### config.mk
export PLATFORM = sky130hd
export DESIGN_NAME = add_arbiter
export DESIGN_NICKNAME = d
export VERILOG_FILES = /design/src/rtl/add_arb_pkg.sv /design/src/rtl/add64_cs.sv /design/src/rtl/add_arbiter.sv
export SDC_FILE = /design/constraint.sdc
export NUM_CORES = 1
export LEC_CHECK = 0
export CORE_AREA = 2 2 241 243
export DETAILED_ROUTE_END_ITERATION = 8
export DIE_AREA = 0 0 243 245
export PLACE_DENSITY = 0.44
export SKIP_LAST_GASP = 1
export SLEW_MARGIN = 20
export SYNTH_ARGS = -nofsm -noshare
export SYNTH_HDL_FRONTEND = slang
export SYNTH_HIERARCHICAL = 1
export SYNTH_SLANG_ARGS = --single-unit
### constraint.sdc
create_clock -name clk -period 7.6 [get_ports clk]
set_input_delay 1.52 -clock clk [delete_from_list [all_inputs] [get_ports clk]]
set_output_delay 1.52 -clock clk [all_outputs]
set_load 0.05 [all_outputs]
### src/rtl/add_arb_pkg.sv
// Shared definitions for the add_arbiter slice.
//   ADD_W       : operand width of the shared adder (64)
//   arb_state_t : output-buffer state, EMPTY or FULL
//   add_res_t   : adder result, {sum[63:0], cout}
package add_arb_pkg;

    localparam int ADD_W = 64;

    typedef enum logic {
        EMPTY = 1'b0,
        FULL  = 1'b1
    } arb_state_t;

    typedef struct packed {
        logic [ADD_W-1:0] sum;
        logic             cout;
    } add_res_t;

endpackage

### src/rtl/add64_cs.sv
// Combinational 64-bit carry-select adder.
//   a, b : operands (ADD_W bits)
//   cin  : carry-in
//   res  : {sum, cout}; cout is bit 64 of a + b + cin
// The upper 32-bit half is computed for both possible carries and selected
// by the carry-out of the lower half.
module add64_cs
    import add_arb_pkg::*;
(
    input  logic [ADD_W-1:0] a,
    input  logic [ADD_W-1:0] b,
    input  logic             cin,
    output add_res_t         res
);

    logic [32:0] lo;
    logic [32:0] hi0;
    logic [32:0] hi1;

    assign lo  = {1'b0, a[31:0]} + {1'b0, b[31:0]} + {32'd0, cin};
    assign hi0 = {1'b0, a[63:32]} + {1'b0, b[63:32]};
    assign hi1 = {1'b0, a[63:32]} + {1'b0, b[63:32]} + 33'd1;

    assign res.sum  = {(lo[32] ? hi1[31:0] : hi0[31:0]), lo[31:0]};
    assign res.cout = lo[32] ? hi1[32] : hi0[32];

endmodule

### src/rtl/add_arbiter.sv
// Shares one 64-bit carry-select adder among N_REQ requesters and buffers the
// result in a single-entry output register tagged with the requester index.
//
// Ports:
//   clk, rst              : clock (rising edge), async active-high reset
//   req_valid/req_ready   : per-requester handshake (req_ready one-hot or 0)
//   req_a, req_b          : operands, requester i at [i*W +: W]
//   req_cin               : per-requester carry-in
//   res_valid/res_ready   : output handshake
//   res_sum, res_cout     : registered 65-bit result
//   res_id                : index of the requester that produced the result
//   op_count              : completed output handshakes, wraps at 2^32
//   dbg_state             : output-buffer FSM state
//
// Handshakes: a transfer happens on a rising edge where valid and ready are
// both high. req_ready is combinational from req_valid and res_ready, so a
// requester must not derive req_valid from req_ready, and must hold its
// operands stable until the accepting edge. res_* are stable while
// res_valid=1 and res_ready=0.
//
// Build option: define ADD_ARB_RR_EN for round-robin arbitration with a
// rotating priority pointer; otherwise fixed priority, lowest index wins.
module add_arbiter
    import add_arb_pkg::*;
#(
    parameter int N_REQ = 4,
    parameter int W     = ADD_W
) (
    input  logic                     clk,
    input  logic                     rst,
    input  logic [N_REQ-1:0]         req_valid,
    output logic [N_REQ-1:0]         req_ready,
    input  logic [N_REQ*W-1:0]       req_a,
    input  logic [N_REQ*W-1:0]       req_b,
    input  logic [N_REQ-1:0]         req_cin,
    output logic                     res_valid,
    input  logic                     res_ready,
    output logic [W-1:0]             res_sum,
    output logic                     res_cout,
    output logic [$clog2(N_REQ)-1:0] res_id,
    output logic [31:0]              op_count,
    output arb_state_t               dbg_state
);

    localparam int IW = $clog2(N_REQ);

    arb_state_t      state_q, state_d;
    add_res_t        res_q;
    add_res_t        add_out;
    logic [IW-1:0]   id_q;
    logic [31:0]     count_q;
    logic [IW-1:0]   prio_w;

    logic [N_REQ-1:0] grant;
    logic             found;
    logic [IW-1:0]    gnt_idx;
    logic [IW-1:0]    idx;
    logic [W-1:0]     a_sel;
    logic [W-1:0]     b_sel;
    logic             cin_sel;
    logic             can_accept;
    logic             accept;
    logic             drain;

    // Search rises from prio_w modulo N_REQ; IW-bit addition wraps naturally
    // because N_REQ is a power of two.
    always_comb begin
        grant   = '0;
        found   = 1'b0;
        gnt_idx = '0;
        idx     = '0;
        a_sel   = '0;
        b_sel   = '0;
        cin_sel = 1'b0;
        for (int k = 0; k < N_REQ; k++) begin
            idx = prio_w + IW'(k);
            if (!found && req_valid[idx]) begin
                found   = 1'b1;
                gnt_idx = idx;
            end
        end
        grant[gnt_idx] = found;
        for (int i = 0; i < N_REQ; i++) begin
            if (grant[i]) begin
                a_sel   = req_a[i*W +: W];
                b_sel   = req_b[i*W +: W];
                cin_sel = req_cin[i];
            end
        end
    end

    add64_cs u_add (
        .a   (a_sel),
        .b   (b_sel),
        .cin (cin_sel),
        .res (add_out)
    );

    assign drain      = (state_q == FULL) && res_ready;
    assign can_accept = ((state_q == EMPTY) || res_ready) && !rst;
    assign accept     = found && can_accept;
    assign req_ready  = grant & {N_REQ{can_accept}};

    always_comb begin
        state_d = state_q;
        case (state_q)
            EMPTY:   if (accept) state_d = FULL;
            FULL:    if (accept) state_d = FULL;
                     else if (res_ready) state_d = EMPTY;
            default: state_d = EMPTY;
        endcase
    end

    always_ff @(posedge clk or posedge rst) begin
        if (rst) begin
            state_q <= EMPTY;
            res_q   <= '0;
            id_q    <= '0;
            count_q <= '0;
        end else begin
            state_q <= state_d;
            if (accept) begin
                res_q <= add_out;
                id_q  <= gnt_idx;
            end
            if (drain) begin
                count_q <= count_q + 32'd1;
            end
        end
    end

`ifdef ADD_ARB_RR_EN
    logic [IW-1:0] prio_q;

    always_ff @(posedge clk or posedge rst) begin
        if (rst) begin
            prio_q <= '0;
        end else if (accept) begin
            prio_q <= gnt_idx + IW'(1);
        end
    end

    assign prio_w = prio_q;
`else
    assign prio_w = '0;
`endif

    assign res_valid = (state_q == FULL);
    assign res_sum   = res_q.sum;
    assign res_cout  = res_q.cout;
    assign res_id    = id_q;
    assign op_count  = count_q;
    assign dbg_state = state_q;

endmodule

======== Word level (Yosys, flattened, before mapping) ========
Index checks and enable logic that the tools add are counted.
cells by class
  $add $sub $neg .......................... 5
  mux-type cells .......................... 27
  $lt $le $gt $ge ......................... 2
  bitwise operators ....................... 3
  reductions and logical operators ........ 12
operator list
  kind                     count
  $mux W64                 8
  $add A32 B32 Y33         2
  $add A33 B1 Y33          1
  $add A33 B1 Y33 const B  1
  $add A32 B1 Y32 const B  1
  $mux W32                 1
  $mux W1                  14
  $and A4 B4 Y4            2
  $logic_and A1 B1 Y1      7
  $logic_not A1 Y1         4
  $mux W2                  2
  $lt A2 B3 Y1 const B     1
  $demux W1 S2             1
  $ge A2 B1 Y1 const B     1
  $pmux W1 S2              1
  $logic_or A1 B1 Y1       1
  $not A1 Y1               1
word-level totals
  register bits ........................... 100
  bits of input ports ..................... 523

======== Depth between registers and ports, before layout ========
Gate-level depths: netlist of the first run.
  word-level depth ........................ 22
  gate-level depth with buffers ........... 22
  depth with buffers taken out ............ 19

======== Modules after synthesis ========
The synthesis of the first run kept the hierarchy.
modules (own cells, without submodules)
  module       area an instance (sq um)  cells each  times used  seq. area each (sq um)
  add_arbiter  7105.6                    737         1           2502.4
  add64_cs     4137.7                    574         1           0.0

======== Least setup slack after synthesis of the first run ========
Ideal clock, no wire load.
  kind .................................... input -> register
  start point ............................. input req_valid[1]
  end point ............................... register res_q, in the netlist res_sum[59]
  required time ........................... 7475 ps
  buffers on the path ..................... 3
  setup slack ............................. 1712 ps
  arrival time ............................ 5763 ps
  stages .................................. 21
  cells stage by stage .................... clkbuf_2 > or3_1 > nor2_1 > buf_2 > buf_2 > a221o_1 > inv_1 > fa_1 > inv_1 > fa_1 > a21o_1 > a21oi_1 > o2111ai_1 > o2bb2ai_1 > o22ai_1 > o31a_1 > nor4b_2 > and4_4 > nand4b_1 > xor2_1 > mux2_4
RTL lines
  item                  RTL line            text
  from (decl)           add_arbiter.sv:31   input logic [N_REQ-1:0] req_valid,
  to (signal assigned)  add_arbiter.sv:123  res_q <= add_out;
  to (decl)             add_arbiter.sv:48   add_res_t res_q;

==> results of run 1 <==
[layout by cell type (no fill, tap or decap), types with 5 or more instances in the layout]
master           synthesis  layout
inv_1                   31      30
dfrtp_1                100     100
xnor2_1                 85      85
nor2_1                 174     173
o211ai_1                 5       5
a221o_1                130     130
buf_12                   0       5
mux2_4                  19      19
o21a_1                   8       7
a31oi_1                  7       7
nand2_1                 51      51
mux2_2                  51      51
and2_1                   7       7
ha_1                    65      65
o21bai_1                 8       8
and3_1                  15      15
a21o_1                  23      23
a22oi_1                132     132
clkbuf_16                0       9
a21oi_1                 59      59
nand3_1                 43      43
clkdlybuf4s50_1          0     625
o21ai_0                 29      29
nor3_1                  12      12
and4_1                   7       7
a211oi_1                12      12
buf_4                    2      11
nand4_1                 19      19
xor2_1                  30      30
[stage by stage]
stage          cell area, um^2  total power [uW]  utilization, %
2_1_floorplan            11200              2330               -
3_3_place_gp             18200              3340            32.0
3_5_place_dp             18200              3350            32.0
4_1_cts                  18600              3890            32.5
5_1_grt                  18600              4050            32.6
6_report                 18600              3840            32.6
[registers in the layout (all words and copies together), names as in the netlist]
name       flops
res_sum       64
res_id         2
res_cout       1
dbg_state      1
op_count      32
[worst max path at each step]
| stage | start | endpoint | slack, ns | depth (start not counted) |
|---|---|---|---|---|
| floorplan | req_valid[1] | res_sum[59] | 1.71 | 21 |
| global placement | req_valid[2] | res_sum[59] | 0.73 | 18 |
| detailed placement | req_valid[2] | res_sum[62] | 0.66 | 18 |
| CTS | req_valid[2] | res_sum[62] | 1.05 | 18 |
| global route | req_valid[2] | res_sum[54] | 0.72 | 18 |
| finish | req_valid[2] | res_sum[62] | 1.03 | 18 |
[report_power, final]
group	switching, uW	internal (uW)
combinational	1430	1040
clock	241	279
sequential	143	707
[cell families after synthesis]
group / synth area share, %
adders and majority gates: 7.77
muxes: 7.65
DFF: 22.3
AOI/OAI and AO/OA: 32.5
xor gates and xnor gates: 9.10
buffers and inverters: 4.95
and+or+nand+nor: 15.8
[layout make-up]
type,count,area (um^2),area share [%]
Multi-Input combinational cell,1082,8210,44.2
Inverter,31,119,0.640
Clock inverter,5,65.1,0.350
Sequential cell,100,2500,13.5
Clock buffer,11,253,1.36
Antenna cell,4,10.0,0.0539
Tap cell,765,957,5.15
Timing Repair Buffer,642,6450,34.7
[layer usage]
metal	vias to the layer above	GRT usage, %	share of wire [%]
met5	-	0	0.096
met4	8	5.47	2.4
met3	58	3.87	6.0
met2	498	35.7	51
met1	6325	22.0	40
li1	6192	-	-
[worst max-delay path, delay by kind of cell]
kind                       cells  cell delay [ns]
AOI/OAI and AO/OA              7             1.61
xor gates and xnor gates       1             0.17
adders and majority gates      1             0.19
buffers and inverters          3             1.22
muxes                          1             0.26
and+or+nand+nor                5             1.82
==> flow_summary.json, run 1 <==
{
  "outcome": "finished clean",
  "finClkSkew_ns": 0.0127,
  "p_leak_uw": 0.00720,
  "end_kind": "register",
  "synth_most_common_cell": "nor2_1",
  "relSlewSlack_pct": 39.5,
  "async_reset_ff_share_pct": 100,
  "cts_sinks": 100,
  "post-route-min-period_ns": 6.57,
  "slowest_stage": "nor4b_2",
  "dp_cells": 2620,
  "syn-cell-area_um2": 11200,
  "drcViolationCount": 0,
  "fp.dieW_um": 243,
  "setup_violations": 0,
  "fin_ws_ns": 1.03,
  "reg2regPathDepth": 4,
  "synth_top_cells_by_area": "dfrtp_1, a221o_1, a22oi_1, ha_1, xnor2_1",
  "synth_cell_types": 83,
  "crit_chain": "clkdlybuf4s50_1, or3_1, nor2_4, buf_4, a221o_1, ha_1, a21o_1, a21oi_1, o2111ai_1, o2bb2ai_1, o22ai_1, buf_4, o31a_1, nor4b_2, and4_1, nand4_1, xor2_1, mux2_4",
  "clkTransAtPathRegs_ns": 0.08,
  "max_stage_delay_ns": 0.72,
  "final_cell_count_no_fill": 2640,
  "hold_path_startpoint": "op_count[31]",
  "worstPathArrival_ns": 6.83,
  "dieArea_um2": 59500,
  "grt_overflow": 0,
  "ys_seq_area_share_pct": 22.3,
  "area_delta_synth_final_pct": 65.2,
  "synth_seq_cells": 100,
  "antenna_left": 0,
  "min_to": "op_count[31]",
  "ioPinCount": 628,
  "final_nets": 2457,
  "vias_per_cell": 4.95,
  "ys.flop_type": "dfrtp_1",
  "wl_per_cell_um": 22.5,
  "hold_path_depth": 1,
  "min_path_type": "register to register",
  "clock_path_buffers": 2,
  "grt_pass1_vias": 13592,
  "vdd_ir_drop_max_mv": 0.143,
  "maxSlewViolCount": 0,
  "r2r-start": "dbg_state",
  "die_h_um": 245,
  "fin_crit_sh_pct": 86.5,
  "avgSynthCellArea_um2": 8.58,
  "grt_pass1_wl_um": 86700,
  "synth_cells": 1311,
  "start_kind": "input port",
  "core_area_um2": 57000,
  "wirelength_um": 59400,
  "drtIter0Drc": 676,
  "dr_total_vias": 13081,
  "fmax_mhz": 152,
  "cpMostUsedCell": "buf_4",
  "floorplan.initialDensity_pct": 19.7,
  "antenna_found_initial": 15,
  "layout-drive-gt1-share_pct": 7.27,
  "routabilityCongestion": 0.923,
  "grtUsageTotal_pct": 19.2,
  "syn_nets": 1902,
  "r2r_setup_slack_ns": 4.79,
  "critPathKind": "input port to register",
  "fillers": 6127,
  "worst_pin_slew_ns": 0.899,
  "drv_cap": 0,
  "drt_pass1_iterations": 5,
  "crit_required_ns": 7.86,
  "rsz0062_at_grt": "false",
  "clk_latency_ns": 0.36,
  "dp_hpwl_um": 49400,
  "synth_common_cells": "nor2_1, a22oi_1, a221o_1",
  "clock-root-buffer": "clkbuf_16",
  "whs_ns": 0.473,
  "synth_edf_count": 0,
  "hold_viol_final": 0,
  "fin_tns_setup_ns": 0,
  "yosys_warnings": 6,
  "path_max_fanout": 58,
  "grt_max_degree": 125,
  "synth_largest_area_cell": "dfrtp_1",
  "port_buffers": 627,
  "postCtsSetupBuffers": 0,
  "rows": 88,
  "timing.rr.end": "res_sum[13]",
  "cts_resized": 0,
  "synth_top_cell_area_share_pct": 22.3,
  "cts_tree": "done",
  "power.density_nw_per_um2": 207,
  "postCtsHoldBufs": 0,
  "place_ws_ns": 0.658,
  "cts_max_level": 3,
  "cts_buffers": 9
}
Note: power is estimated with default switching activity, not from simulation.
==> run 2, diff against run 1 <==
--- a/config.mk
+++ b/config.mk
@@ -8,6 +8,7 @@
 export CORE_AREA = 2 2 241 243
 export DETAILED_ROUTE_END_ITERATION = 8
 export DIE_AREA = 0 0 243 245
+export MAX_ROUTING_LAYER = met4
 export PLACE_DENSITY = 0.44
 export SKIP_LAST_GASP = 1
 export SLEW_MARGIN = 20
==> run 2 against run 1 <==
Net effect:
- power barely moved
- critical path depth did not move
- largest power group unchanged
- critical path type unchanged
- setup slack got worse by 0.0064 ns
- combinational power barely moved
- clock-buffer cell count did not move
- sequential share of layout area barely moved
- clock power barely moved
- global-route usage rose by 0.58 points
- worst hold slack barely moved
- register-to-register slack got worse by 0.02 ns
==> flow_summary.json, run 2 (synthesized netlist as in run 1, its figures left out) <==
{
  "slowest_stage": "nor4b_2",
  "dp_cells": 2620,
  "dieArea_um2": 59500,
  "cts_buffers": 9,
  "path_max_fanout": 58,
  "postCtsHoldBufs": 0,
  "worstPathArrival_ns": 6.84,
  "hold_viol_final": 0,
  "cts_sinks": 100,
  "post-route-min-period_ns": 6.58,
  "fin_crit_sh_pct": 86.6,
  "end_kind": "register",
  "design_area_um2": 18600,
  "drv_cap": 0,
  "final_common_cell": "clkdlybuf4s50_1",
  "outcome": "finished clean",
  "crit_family": "simple AND/OR/NAND/NOR gates",
  "ioPinCount": 628,
  "pwr-share-seq_pct": 22.1,
  "dp_hpwl_um": 49400,
  "vias_per_cell": 4.93,
  "cts_max_level": 3,
  "wirelength_um": 59500,
  "antenna_left": 0,
  "fmax_mhz": 152,
  "clock-root-buffer": "clkbuf_16",
  "die_h_um": 245,
  "wl_met3_um": 3390,
  "p_sw_share_pct": 47.3,
  "crit_required_ns": 7.86,
  "area_delta_synth_final_pct": 65.3,
  "grt_overflow": 0,
  "placed_area_um2": 18200,
  "fp.dieW_um": 243,
  "rows": 88,
  "critical_path_buf_inv_count": 3,
  "most-common-layout-cells": "clkdlybuf4s50_1, nor2_1, a22oi_1, a221o_1, dfrtp_1",
  "grt_max_degree": 125,
  "drtIter0Drc": 686,
  "critPathKind": "input port to register",
  "core_area_um2": 57000,
  "clkTransAtPathRegs_ns": 0.08,
  "wl_met2_um": 30600,
  "maxSlewViolCount": 0,
  "p_leak_uw": 0.00720,
  "routabilityCongestion": 0.940,
  "start_kind": "input port",
  "worst_pin_slew_ns": 0.897,
  "finClkSkew_ns": 0.0138,
  "vdd_ir_drop_max_mv": 0.143,
  "grtUsageTotal_pct": 19.7,
  "crit_chain": "clkdlybuf4s50_1, or3_1, nor2_4, buf_4, a221o_1, ha_1, a21o_1, a21oi_1, o2111ai_1, o2bb2ai_1, o22ai_1, buf_4, o31a_1, nor4b_2, and4_1, nand4_1, xor2_1, mux2_4",
  "final_nets": 2457,
  "cts_tree": "done",
  "dr_total_vias": 13056,
  "grt_pass1_wl_um": 86600,
  "dr.max_layer_used": "met4",
  "min_path_type": "register to register",
  "grt_pass1_vias": 13590,
  "power.density_nw_per_um2": 207,
  "setup_violations": 0,
  "clkPwrFrac_pct": 13.6,
  "max_stage_delay_ns": 0.72,
  "drcViolationCount": 0,
  "largest_reg_flops": 64,
  "relSlewSlack_pct": 39.6,
  "clock_path_buffers": 2,
  "cts_resized": 0,
  "rsz0062_at_grt": "false",
  "power.internal_uw": 2030,
  "power_frac_comb_pct": 64.3,
  "cpMostUsedCell": "buf_4",
  "whs_ns": 0.473,
  "final_cell_count_no_fill": 2646,
  "layout-drive-gt1-share_pct": 7.27,
  "fin_tns_setup_ns": 0,
  "drt_pass1_iterations": 5,
  "wl_met1_um": 24200,
  "clk_latency_ns": 0.37,
  "wl_per_cell_um": 22.5,
  "floorplan.initialDensity_pct": 19.7,
  "postCtsSetupBuffers": 0,
  "port_buffers": 627,
  "p_sw_uw": 1820,
  "antenna_found_initial": 16
}
run 2: changes by cell type in the layout (fill, tap and decap cells not counted):
cell     change
diode_2      +6
run 2: area by class of cell:
type / count / area (um^2)
clock inverter: 5 / 65.1
fill: 6125 / 38400
tap: 765 / 957
inverter: 31 / 119
multi-input combinational: 1082 / 8210
clock buffer: 11 / 253
timing repair buffer: 642 / 6450
antenna: 10 / 25.0
sequential: 100 / 2500
run 2: metal layers:
layer  up-vias  GRT usage, %
met1      6300          22.2
li1       6200             -
met5         -             -
met4         0          5.16
met3        42          3.60
met2       514          35.9
run 2: per-stage QoR:
step | setup slack (ns) | power [uW] | util (%)
floorplan | 1.71 | 2330 | -
CTS | 1.05 | 3890 | 32.5
global placement | 0.725 | 3340 | 32.0
detailed placement | 0.658 | 3350 | 32.0
global route | 0.717 | 4050 | 32.6
finish | 1.02 | 3840 | 32.6
run 2: final timing paths:
| kind | endpoint | cells past startpoint | start | slack (ns) |
|---|---|---|---|---|
| max | res_sum[62] | 18 | req_valid[2] | 1.02 |
| min | op_count[31] | 1 | op_count[31] | 0.47 |
| max reg2reg | res_sum[13] | 4 | dbg_state | 4.77 |
| min reg2reg | op_count[31] | 1 | op_count[31] | 0.47 |
| max in group asynchronous | op_count[21] | 3 | rst | 4.69 |
| min in group asynchronous | res_id[1] | 2 | rst | 1.65 |
run 2: power groups by stage:
| stage | sequential [uW] | combinational [uW] | clock [uW] |
|---|---|---|---|
| final | 849 | 2470 | 521 |
| after detailed placement | 865 | 2490 | 0 |
| after CTS | 856 | 2490 | 542 |
| after floorplan | 1430 | 897 | 0 |
| after global placement | 862 | 2480 | 0 |
| after global routing | 874 | 2620 | 557 |
==> run 3, diff against run 2 <==
--- a/config.mk
+++ b/config.mk
@@ -5,11 +5,12 @@
 export SDC_FILE = /design/constraint.sdc
 export NUM_CORES = 1
 export LEC_CHECK = 0
-export CORE_AREA = 2 2 241 243
+export CORE_AREA = 2 2 244 246
 export DETAILED_ROUTE_END_ITERATION = 8
-export DIE_AREA = 0 0 243 245
+export DIE_AREA = 0 0 246 248
+export DONT_BUFFER_PORTS = 1
 export MAX_ROUTING_LAYER = met4
-export PLACE_DENSITY = 0.44
+export PLACE_DENSITY = 0.3
 export SKIP_LAST_GASP = 1
 export SLEW_MARGIN = 20
 export SYNTH_ARGS = -nofsm -noshare
==> run 3 against run 2 <==
Net effect:
- global-route usage is 3.5 points lower
- maximum frequency is 10% higher
- clock power is 1% lower
- sequential share of layout area is 6.9 points higher
- cell count is 24% lower
- utilization is 12 points lower
- critical path type unchanged
- largest power group is now registers
==> flow_summary.json, run 3 (synthesized netlist as in run 1, its figures left out) <==
{
  "outcome": "finished clean",
  "clock-root-buffer": "clkbuf_16",
  "postCtsSetupBuffers": 0,
  "crit_family": "compound AO/OA/AOI/OAI gates",
  "cts_sinks": 100,
  "fp.dieW_um": 246,
  "path_max_fanout": 133,
  "cts_tree": "done",
  "finClkSkew_ns": 0.0234,
  "final_nets": 1827,
  "grt_pass1_wl_um": 71000,
  "critical_path_buf_inv_count": 5,
  "layout-drive-gt1-share_pct": 10.6,
  "grt_overflow": 0,
  "wirelength_um": 50600,
  "r2r-start": "dbg_state",
  "power.density_nw_per_um2": 258,
  "dieArea_um2": 61000,
  "maxSlewViolCount": 0,
  "dr_total_vias": 10573,
  "area_delta_synth_final_pct": 9.09,
  "post-route-min-period_ns": 5.98,
  "most-common-layout-cells": "nor2_1, a22oi_1, a221o_1, dfrtp_1, xnor2_1",
  "fin_crit_sh_pct": 78.7,
  "hold_path_startpoint": "op_count[31]",
  "floorplan.initialDensity_pct": 19.2,
  "rows": 89,
  "antenna_left": 0,
  "setup_violations": 0,
  "vias_per_cell": 5.22,
  "postCtsHoldBufs": 0,
  "fin_tns_setup_ns": 0,
  "reg2regPathDepth": 4,
  "port_buffers": 0,
  "fin_ws_ns": 1.62,
  "cts_max_level": 3,
  "clock_path_buffers": 2,
  "vdd_ir_drop_max_mv": 0.126,
  "timing.rr.end": "res_sum[31]",
  "crit_chain": "or3_1, nor2_4, buf_12, a221o_1, inv_1, fa_1, inv_1, fa_1, a21o_1, a21oi_1, o2111ai_1, o2bb2ai_1, o22ai_1, buf_4, o31a_1, nor4b_2, buf_4, and4_4, nand4b_1, xor2_1, mux2_4",
  "r2r_setup_slack_ns": 4.36,
  "wl_per_cell_um": 25.0,
  "critPathKind": "input port to register",
  "final-seq-area_um2": 2500,
  "cts_buffers": 9,
  "core_area_um2": 58500,
  "clk_latency_ns": 0.40,
  "cts_resized": 0,
  "largest_reg_flops": 64,
  "worstPathArrival_ns": 6.26,
  "p_leak_uw": 0.00473,
  "min_to": "op_count[31]",
  "multi_input_area_um2": 8210,
  "end_kind": "register",
  "rsz0062_at_grt": "false",
  "die_h_um": 248,
  "drt_pass1_iterations": 5,
  "ioPinCount": 628,
  "fmax_mhz": 167,
  "hold_path_depth": 1,
  "crit_required_ns": 7.88,
  "min_path_type": "register to register",
  "antenna_found_initial": 14,
  "relSlewSlack_pct": 28.1,
  "max_stage_delay_ns": 0.45,
  "fillers": 6539,
  "grtUsageTotal_pct": 16.3,
  "place_ws_ns": 1.20,
  "slowest_stage": "fa_1",
  "drtIter0Drc": 602,
  "drcViolationCount": 0,
  "drv_cap": 0,
  "grt_pass1_vias": 10512,
  "clkTransAtPathRegs_ns": 0.10,
  "routabilityCongestion": 0.815,
  "worst_pin_slew_ns": 1.08,
  "final_common_cell": "nor2_1",
  "dp_hpwl_um": 41600,
  "start_kind": "input port",
  "hold_viol_final": 0,
  "grt_max_degree": 264
}
==> run 3: changes by cell type in the layout (fill, tap and decap cells not counted), sizes merged <==
cell / previous run / this run
clkinv: 1 / 2
clkbuf: 12 / 9
buf: 16 / 12
inv: 34 / 36
clkdlybuf4s50: 625 / 0
bufinv: 1 / 0
==> run 3: final cells by class <==
| type | count | share of cell area [%] |
|---|---|---|
| Antenna cell | 10 | 0.204 |
| Tap cell | 773 | 7.89 |
| Sequential cell | 100 | 20.4 |
| Clock inverter | 7 | 0.704 |
| Timing Repair Buffer | 12 | 1.04 |
| Multi-Input combinational cell | 1082 | 67.0 |
| Clock buffer | 9 | 1.84 |
| Inverter | 31 | 0.969 |
==> run 3: report_power, final <==
| part | switching, uW | total [uW] | leakage, uW | internal [uW] |
|---|---|---|---|---|
| sequential | 857 | 1550 | 0.00124 | 692 |
| combinational | 579 | 1100 | 0.00334 | 518 |
| clock | 275 | 515 | 0.000153 | 240 |
==> run 3: per-stage QoR <==
| step | instance area (um^2) | hold WS, ns | util [%] | cells | total power (uW) |
|---|---|---|---|---|---|
| 3_5_place_dp | 11900 | 0.812 | 20.4 | 1998 | 2690 |
| 5_1_grt | 12300 | 0.854 | 21.0 | 2022 | 3360 |
| 4_1_cts | 12200 | 0.827 | 20.9 | 2014 | 3230 |
| 3_3_place_gp | 11900 | 0.810 | 20.4 | 1998 | 2680 |
| 2_1_floorplan | 11200 | 0.786 | - | 1311 | 2330 |
| 6_report | 12300 | 0.816 | 21.0 | 2024 | 3160 |
==> run 3: worst max-delay path by stage <==
stage,startpoint,endpoint,slack [ns],cells past startpoint
floorplan,req_valid[1],res_sum[59],1.71,21
global placement,req_valid[1],res_sum[59],1.23,21
detailed placement,req_valid[1],res_sum[59],1.20,21
CTS,req_valid[1],res_sum[59],1.62,21
global route,req_valid[1],res_sum[59],1.29,21
finish,req_valid[1],res_sum[59],1.62,21
==> run 3: worst reg2reg max path, cell delays in order (launching register included) <==
cell     delay [ns]
dfrtp_1        0.81
a21oi_1        0.61
o21a_4         0.60
buf_4          0.63
mux2_2         0.47
==> run 3: layer usage <==
metal | part of all wire, % | global-route usage (%) | vias to the layer above | wire length, um
li1 | - | - | 4956 | -
met1 | 41 | 18.6 | 5104 | 20500
met2 | 50 | 28.4 | 465 | 25300
met3 | 7.0 | 4.03 | 48 | 3560
met4 | 2.3 | 3.87 | 0 | 1170
met5 | 0 | - | - | 0
